$ cat src/rtl/trap_pkg.sv
// Shared definitions for the trapezoid rasteriser: FSM state encodings and the
// edge-accumulator width rule.
package trap_pkg;

  typedef logic [2:0] trap_state_t;

  localparam trap_state_t TR_IDLE  = 3'd0;
  localparam trap_state_t TR_LOAD1 = 3'd1;
  localparam trap_state_t TR_LOAD2 = 3'd2;
  localparam trap_state_t TR_LOAD3 = 3'd3;
  localparam trap_state_t TR_SETUP = 3'd4;
  localparam trap_state_t TR_INIT  = 3'd5;
  localparam trap_state_t TR_SCAN  = 3'd6;
  localparam trap_state_t TR_DONE  = 3'd7;

  // Products of two CW+1-bit signed differences plus sign headroom
  function automatic int trap_aw(input int cw);
    return (cw * 32'sd2) + 32'sd2;
  endfunction

endpackage

$ cat src/rtl/trapezoid_raster_if.sv
// Signal bundle for trapezoid_raster: vertex load inputs and the pixel output
// stream with valid/ready handshake.
interface trapezoid_raster_if #(
  parameter int CW = 8
);
  logic          nt;
  logic [CW-1:0] xi;
  logic [CW-1:0] yi;
  logic          po_ready;
  logic          busy;
  logic          po;
  logic [CW-1:0] xo;
  logic [CW-1:0] yo;
  logic          done;

  modport slave  (input nt, xi, yi, po_ready, output busy, po, xo, yo, done);
  modport master (output nt, xi, yi, po_ready, input busy, po, xo, yo, done);
endinterface

$ cat src/rtl/trap_edge_acc.sv
// Edge-function accumulator: the row register holds the value at x=xs of the
// current row; the pixel register steps by +H along a row and reloads on row change.
module trap_edge_acc #(
  parameter int AW = 18
) (
  input  logic                 clk,
  input  logic                 reset,
  input  logic                 init,
  input  logic                 x_step,
  input  logic                 row_step,
  input  logic signed [AW-1:0] init_val,
  input  logic signed [AW-1:0] h,
  input  logic signed [AW-1:0] d,
  output logic                 neg,
  output logic                 zero
);
  logic signed [AW-1:0] row_r;
  logic signed [AW-1:0] pix_r;
  logic signed [AW-1:0] row_nxt_s;

  assign row_nxt_s = row_r - d;

  // Accumulator update; init wins over either step
  always_ff @(posedge clk) begin
    if (reset) begin
      row_r <= {AW{1'b0}};
      pix_r <= {AW{1'b0}};
    end else if (init) begin
      row_r <= init_val;
      pix_r <= init_val;
    end else if (row_step) begin
      row_r <= row_nxt_s;
      pix_r <= row_nxt_s;
    end else if (x_step) begin
      pix_r <= pix_r + h;
    end
  end

  assign neg  = pix_r[AW-1];
  assign zero = (pix_r == {AW{1'b0}});

endmodule

$ cat src/rtl/trapezoid_raster.sv
// Trapezoid rasteriser: loads four vertices, then streams every covered pixel in
// raster order over a valid/ready port using add-only edge-function stepping.
module trapezoid_raster #(
  parameter int CW = 8
) (
  input logic               clk,
  input logic               reset,
  trapezoid_raster_if.slave bus
);
  import trap_pkg::*;

  localparam int AW = trap_aw(CW);
  localparam logic [CW-1:0] CW_ONE = {{(CW-1){1'b0}}, 1'b1};

  trap_state_t          state_r;
  logic [CW-1:0]        xul_r, xur_r, xdl_r, xdr_r, yu_r, yd_r;
  logic [CW-1:0]        xs_r, xe_r, x_r, y_r, xo_r, yo_r;
  logic signed [AW-1:0] h_r, dl_r, dr_r;
  logic                 busy_r, po_r;

  logic [CW-1:0]        xs_s, xe_s;
  logic                 empty_s, slot_free_s, incl_s, row_end_s, last_row_s;
  logic                 acc_init_s, acc_xstep_s, acc_rowstep_s;
  logic signed [AW-1:0] l_init_s, r_init_s;
  logic                 l_neg_s, l_zero_s, r_neg_s, r_zero_s;

  function automatic logic signed [AW-1:0] ext(input logic [CW-1:0] v);
    return signed'({{(AW-CW){1'b0}}, v});
  endfunction

  assign xs_s        = (xdl_r < xul_r) ? xdl_r : xul_r;
  assign xe_s        = (xdr_r > xur_r) ? xdr_r : xur_r;
  assign empty_s     = (yu_r < yd_r) || (xs_s > xe_s);
  assign slot_free_s = !po_r || bus.po_ready;
  assign incl_s      = (l_zero_s || !l_neg_s) && (r_zero_s || r_neg_s);
  assign row_end_s   = (x_r == xe_r);
  assign last_row_s  = (y_r == yu_r);

  // Edge values at (xs, yd); the only multiplies in the design
  assign l_init_s = (ext(xs_r) - ext(xdl_r)) * h_r;
  assign r_init_s = (ext(xs_r) - ext(xdr_r)) * h_r;

  assign acc_init_s    = (state_r == TR_INIT);
  assign acc_xstep_s   = (state_r == TR_SCAN) && slot_free_s && !row_end_s;
  assign acc_rowstep_s = (state_r == TR_SCAN) && slot_free_s && row_end_s && !last_row_s;

  trap_edge_acc #(.AW(AW)) u_left (
    .clk      (clk),
    .reset    (reset),
    .init     (acc_init_s),
    .x_step   (acc_xstep_s),
    .row_step (acc_rowstep_s),
    .init_val (l_init_s),
    .h        (h_r),
    .d        (dl_r),
    .neg      (l_neg_s),
    .zero     (l_zero_s)
  );

  trap_edge_acc #(.AW(AW)) u_right (
    .clk      (clk),
    .reset    (reset),
    .init     (acc_init_s),
    .x_step   (acc_xstep_s),
    .row_step (acc_rowstep_s),
    .init_val (r_init_s),
    .h        (h_r),
    .d        (dr_r),
    .neg      (r_neg_s),
    .zero     (r_zero_s)
  );

  // Sequencer: vertex capture, setup, scan counters and the registered pixel slot
  always_ff @(posedge clk) begin
    if (reset) begin
      state_r <= TR_IDLE;
      xul_r   <= {CW{1'b0}};
      xur_r   <= {CW{1'b0}};
      xdl_r   <= {CW{1'b0}};
      xdr_r   <= {CW{1'b0}};
      yu_r    <= {CW{1'b0}};
      yd_r    <= {CW{1'b0}};
      xs_r    <= {CW{1'b0}};
      xe_r    <= {CW{1'b0}};
      x_r     <= {CW{1'b0}};
      y_r     <= {CW{1'b0}};
      xo_r    <= {CW{1'b0}};
      yo_r    <= {CW{1'b0}};
      h_r     <= {AW{1'b0}};
      dl_r    <= {AW{1'b0}};
      dr_r    <= {AW{1'b0}};
      busy_r  <= 1'b0;
      po_r    <= 1'b0;
    end else begin
      case (state_r)
        TR_IDLE: begin
          if (bus.nt) begin
            xul_r   <= bus.xi;
            yu_r    <= bus.yi;
            busy_r  <= 1'b1;
            state_r <= TR_LOAD1;
          end
        end
        TR_LOAD1: begin
          xur_r   <= bus.xi;
          state_r <= TR_LOAD2;
        end
        TR_LOAD2: begin
          xdl_r   <= bus.xi;
          yd_r    <= bus.yi;
          state_r <= TR_LOAD3;
        end
        TR_LOAD3: begin
          xdr_r   <= bus.xi;
          state_r <= TR_SETUP;
        end
        TR_SETUP: begin
          xs_r    <= xs_s;
          xe_r    <= xe_s;
          h_r     <= ext(yu_r) - ext(yd_r);
          dl_r    <= ext(xul_r) - ext(xdl_r);
          dr_r    <= ext(xur_r) - ext(xdr_r);
          state_r <= empty_s ? TR_DONE : TR_INIT;
        end
        TR_INIT: begin
          x_r     <= xs_r;
          y_r     <= yd_r;
          state_r <= TR_SCAN;
        end
        TR_SCAN: begin
          if (slot_free_s) begin
            po_r <= incl_s;
            if (incl_s) begin
              xo_r <= x_r;
              yo_r <= y_r;
            end
            if (!row_end_s) begin
              x_r <= x_r + CW_ONE;
            end else if (!last_row_s) begin
              x_r <= xs_r;
              y_r <= y_r + CW_ONE;
            end else begin
              state_r <= TR_DONE;
            end
          end
        end
        TR_DONE: begin
          if (slot_free_s) begin
            po_r    <= 1'b0;
            busy_r  <= 1'b0;
            state_r <= TR_IDLE;
          end
        end
        default: begin
          state_r <= TR_IDLE;
        end
      endcase
    end
  end

  // done coincides with acceptance of the final pixel, so it follows po_ready
  assign bus.done = (state_r == TR_DONE) && slot_free_s;
  assign bus.busy = busy_r;
  assign bus.po   = po_r;
  assign bus.xo   = xo_r;
  assign bus.yo   = yo_r;

endmodule

$ cat src/flat_wrapper.sv
// flat-port wrapper written by rule: the top's interface ports become plain ports
module trapezoid_raster_flat import trap_pkg::*;
#(
  parameter int CW = 8
)
  (clk, reset, bus_nt, bus_xi, bus_yi, bus_po_ready, bus_busy, bus_po, bus_xo, bus_yo, bus_done);
  trapezoid_raster_if #(.CW(CW)) bus_i ();
  input logic clk;
  input logic reset;
  input wire logic [$bits(bus_i.nt)-1:0] bus_nt;
  input wire logic [$bits(bus_i.xi)-1:0] bus_xi;
  input wire logic [$bits(bus_i.yi)-1:0] bus_yi;
  input wire logic [$bits(bus_i.po_ready)-1:0] bus_po_ready;
  output wire logic [$bits(bus_i.busy)-1:0] bus_busy;
  output wire logic [$bits(bus_i.po)-1:0] bus_po;
  output wire logic [$bits(bus_i.xo)-1:0] bus_xo;
  output wire logic [$bits(bus_i.yo)-1:0] bus_yo;
  output wire logic [$bits(bus_i.done)-1:0] bus_done;
  assign bus_i.nt = bus_nt;
  assign bus_i.xi = bus_xi;
  assign bus_i.yi = bus_yi;
  assign bus_i.po_ready = bus_po_ready;
  assign bus_busy = bus_i.busy;
  assign bus_po = bus_i.po;
  assign bus_xo = bus_i.xo;
  assign bus_yo = bus_i.yo;
  assign bus_done = bus_i.done;
  trapezoid_raster #(.CW(CW)) u_core (.clk(clk), .reset(reset), .bus(bus_i));
endmodule
$ cat config.mk
export PLATFORM = sky130hd
export DESIGN_NAME = trapezoid_raster_flat
export DESIGN_NICKNAME = d
export VERILOG_FILES = /design/src/rtl/trap_pkg.sv /design/src/rtl/trapezoid_raster_if.sv /design/src/rtl/trap_edge_acc.sv /design/src/rtl/trapezoid_raster.sv /design/src/flat_wrapper.sv
export SDC_FILE = /design/constraint.sdc
export NUM_CORES = 1
export LEC_CHECK = 0
export CORE_MARGIN = 2
export CORE_UTILIZATION = 44
export DETAILED_ROUTE_END_ITERATION = 10
export GPL_TIMING_DRIVEN = 0
export HOLD_SLACK_MARGIN = 0.08
export PLACE_DENSITY_LB_ADDON = 0.05
export SETUP_SLACK_MARGIN = 0.3
export SLEW_MARGIN = 40
export SYNTH_ARGS = -nofsm -noshare
export SYNTH_HDL_FRONTEND = slang
export SYNTH_HIERARCHICAL = 1
export SYNTH_SLANG_ARGS = --single-unit
$ cat constraint.sdc
create_clock -name clk -period 7.65 [get_ports clk]
set_input_delay 0.765 -clock clk [delete_from_list [all_inputs] [get_ports clk]]
set_output_delay 0.765 -clock clk [all_outputs]
set_load 0.01 [all_outputs]
==> impl_metrics.toml <==
[synth]
synth_edf_count = 0
synth_top_area_share = 0.199
yosys.area.top_type = "dfxtp_1"
synth_area_um2 = 20100
syn_area_per_cell_um2 = 8.31
ys_ff_latch = 200
synth_ff_type = "dfxtp_1"
async_reset_ff_frac = 0
syn_nets = 2786
ys_warn_count = 6
netlist-cell-type-count = 95
syn_inst = 2421
ys_seq_area_frac = 0.199
synthTopCellsByArea = "dfxtp_1 (20%), fa_1 (15%), ha_1 (12%)"

[timing]
drv_slew = 0
maxSlewHeadroom = 0.420
worst_pin_slew_ns = 0.869
rsz0062_at_grt = "no"
fmax_ghz = 0.141
fin_crit_sh = 0.925
finalClockSkew_ns = 0.0105
hold_viol = 0
setup_slack_ns = 0.577
min_period_ns = 7.07
tns_ns = 0
finalSetupViolCount = 0

[clock_tree]
cts_tree = "yes"
clockBufferDepth = 2
clk_latency_ns = 0.49
htreeDepth = 4
cts_buffers = 17
cts_sinks = 200
clkTransAtPathRegs_ns = 0.08
cts-root-buf = "clkbuf_16"

[setup_path]
start_kind = "register"
cp_slowest_cell = "fa_1"
cp.required_ns = 8.04
crit_arrival_ns = 7.46
path_common_cell = "fa_1"
cp_max_fo = 9
cpPeakStageDelay_ns = 0.51
worstSetupPathType = "register to register"
cp-end-kind = "register"

[place]
dp_hpwl_mm = 48.9
port_buffers = 38
pre_cts_ws_ns = 0.121
gp_congestion = 0.890

[min_path]
hold_path_class = "register to register"

[pwr]
power_frac_clock = 0.151
power.internal_mw = 3.19
vdd_drop_max_mv = 0.174
seq_power_share = 0.202
pwr-share-comb = 0.647
p_sw_mw = 2.93
leakage_nw = 9.17
p_total_mw = 6.12
p_per_area_nw_per_um2 = 278
switching_share = 0.479

[detailed_routing]
antenna_left = 0
vias = 17200
drt-total-wl_mm = 60.7
wire_per_inst_um = 19.6
avgViaCountPerCell = 5.55
first_iter_violations = 948
drc = 0
firstDrtPassIters = 5

[global_route]
grt_start_max_net_pins = 25
first_global_vias = 17300
overflow = 0
antenna_found_initial = 3
grt.total_usage = 0.263
grt_pass1_wl_mm = 96.4

[cells_and_area]
synthToLayoutAreaGrowth_pct = 9.36
fin_nets = 2848
final_util = 0.486
layout-drive-gt1-share = 0.0497

[floorplan]
core_area_um2 = 45300
die_area_um2 = 47400
num_io_pins = 39
die_w_um = 218
die_y_um = 218
start_util = 0.444
rows = 78

[flow_run]
maxCapViolations = 0

[status]
status = "finished clean"
-- state kept, by name, summed over array words and instances (netlist names), 9 cells and up --
signal                count
u_core/dl_r               9
u_core/u_right/row_r     18
u_core/u_right/pix_r     18
u_core/u_left/pix_r      18
u_core/h_r                9
u_core/u_left/row_r      18
u_core/dr_r               9
-- cells in the mapped netlist, drive strengths merged (36+ instances only) --
cell    instances
inv           282
nand2         239
dfxtp         200
ha            195
a21oi         193
nor2          178
fa            150
o21ai         119
clkbuf         80
xnor2          77
nand2b         57
a211oi         49
mux2i          49
and2           44
o21a           40
nand3          37
nor3           36
-- stage by stage --
stage	cell area, um2	hold slack, ns	instances
final	22000	0.461	3095
after global routing	22000	0.479	3094
after CTS	21900	0.463	3090
after detailed placement	21300	0.452	3060
after global placement	21200	0.442	3059
after floorplan	20100	0.431	2421
-- final timing paths --
check / cells after the start / startpoint / to / slack [ns]
min reg2reg: 2 / u_core/u_left/row_r[0] / u_core/u_left/row_r[0] / 0.46
max: 26 / u_core/xs_r[0] / u_core/u_right/row_r[17] / 0.58
max reg2reg: 26 / u_core/xs_r[0] / u_core/u_right/row_r[17] / 0.58
min: 2 / u_core/u_left/row_r[0] / u_core/u_left/row_r[0] / 0.46
-- per-layer routing --
metal | vias to the layer above | wire, um | track usage
li1 | 8395 | - | -
met1 | 8322 | 27800 | 0.349
met2 | 370 | 28600 | 0.439
met3 | 84 | 2930 | 0.0456
met4 | 2 | 1390 | 0.0748
met5 | - | 13 | 0
-- logic make-up after synthesis --
group | after synthesis | synth area share
flip-flops | 200 | 0.199
XOR/XNOR | 110 | 0.0479
AND/OR/NAND/NOR | 730 | 0.177
buffers and inverters | 383 | 0.0730
multiplexers | 64 | 0.0341
AO/OA/AOI/OAI | 589 | 0.199
adder cells (fa/ha/maj) | 345 | 0.271
-- layout by cell type (no fill, tap or decap), drive strengths merged, types with 6 or more instances in the layout --
cell type / instances
o21ai: 119
a2111oi: 7
a22oi: 12
nor2b: 32
mux2: 15
nor3: 36
o21ba: 7
clkdlybuf4s50: 38
a311oi: 6
clkbuf: 95
xnor2: 77
a31oi: 7
o21a: 40
a211oi: 49
ha: 195
or3: 17
mux2i: 49
a21o: 16
o21bai: 14
nor4: 18
nand3: 37
o31a: 18
nand2b: 57
o211ai: 12
and3: 9
a21boi: 18
fa: 150
nor2: 178
o31ai: 7
nand4: 13
o22ai: 8
xor2: 33
buf: 26
nor3b: 22
inv: 290
or2: 10
nand2: 239
and2: 44
a21oi: 193
dfxtp: 200
-- power groups by stage --
stage / registers, mW / clock network, mW / logic (mW)
after global routing: 1.25 / 0.980 / 4.40
final: 1.24 / 0.926 / 3.96
after floorplan: 1.21 / 0 / 2.80
after CTS: 1.23 / 0.944 / 3.90
after global placement: 1.25 / 0 / 3.79
after detailed placement: 1.26 / 0 / 3.84
-- critical path, delay by kind of cell (launching register included) --
kind | cells | cell delay, ns
flops | 1 | 0.38
compound gates | 9 | 1.77
simple gates | 4 | 0.90
fa+ha+maj | 8 | 3.40
buf+inv | 4 | 0.25
xor+xnor | 1 | 0.27
-- layout make-up --
type                    instances  area, um2
flip-flops and latches        200       4010
inverters                     284       1070
fillers                      4503      23300
multi-input cells            1838      14800
diodes                          1       2.50
clock inverters                13        136
plain buffers                  99        409
well taps                     600        751
repair buffers                 43        415
clock buffers                  17        425
-- repair_timing --
| action | in CTS | in global routing |
|---|---|---|
| setup endpoints to repair | 9 | 19 |
| hold buffers | 0 | 0 |
| pin swaps | 0 | 6 |
| gates resized for setup | 8 | 18 |
| buffers inserted | 0 | 4 |
Note: power is estimated with default switching activity, not from simulation.
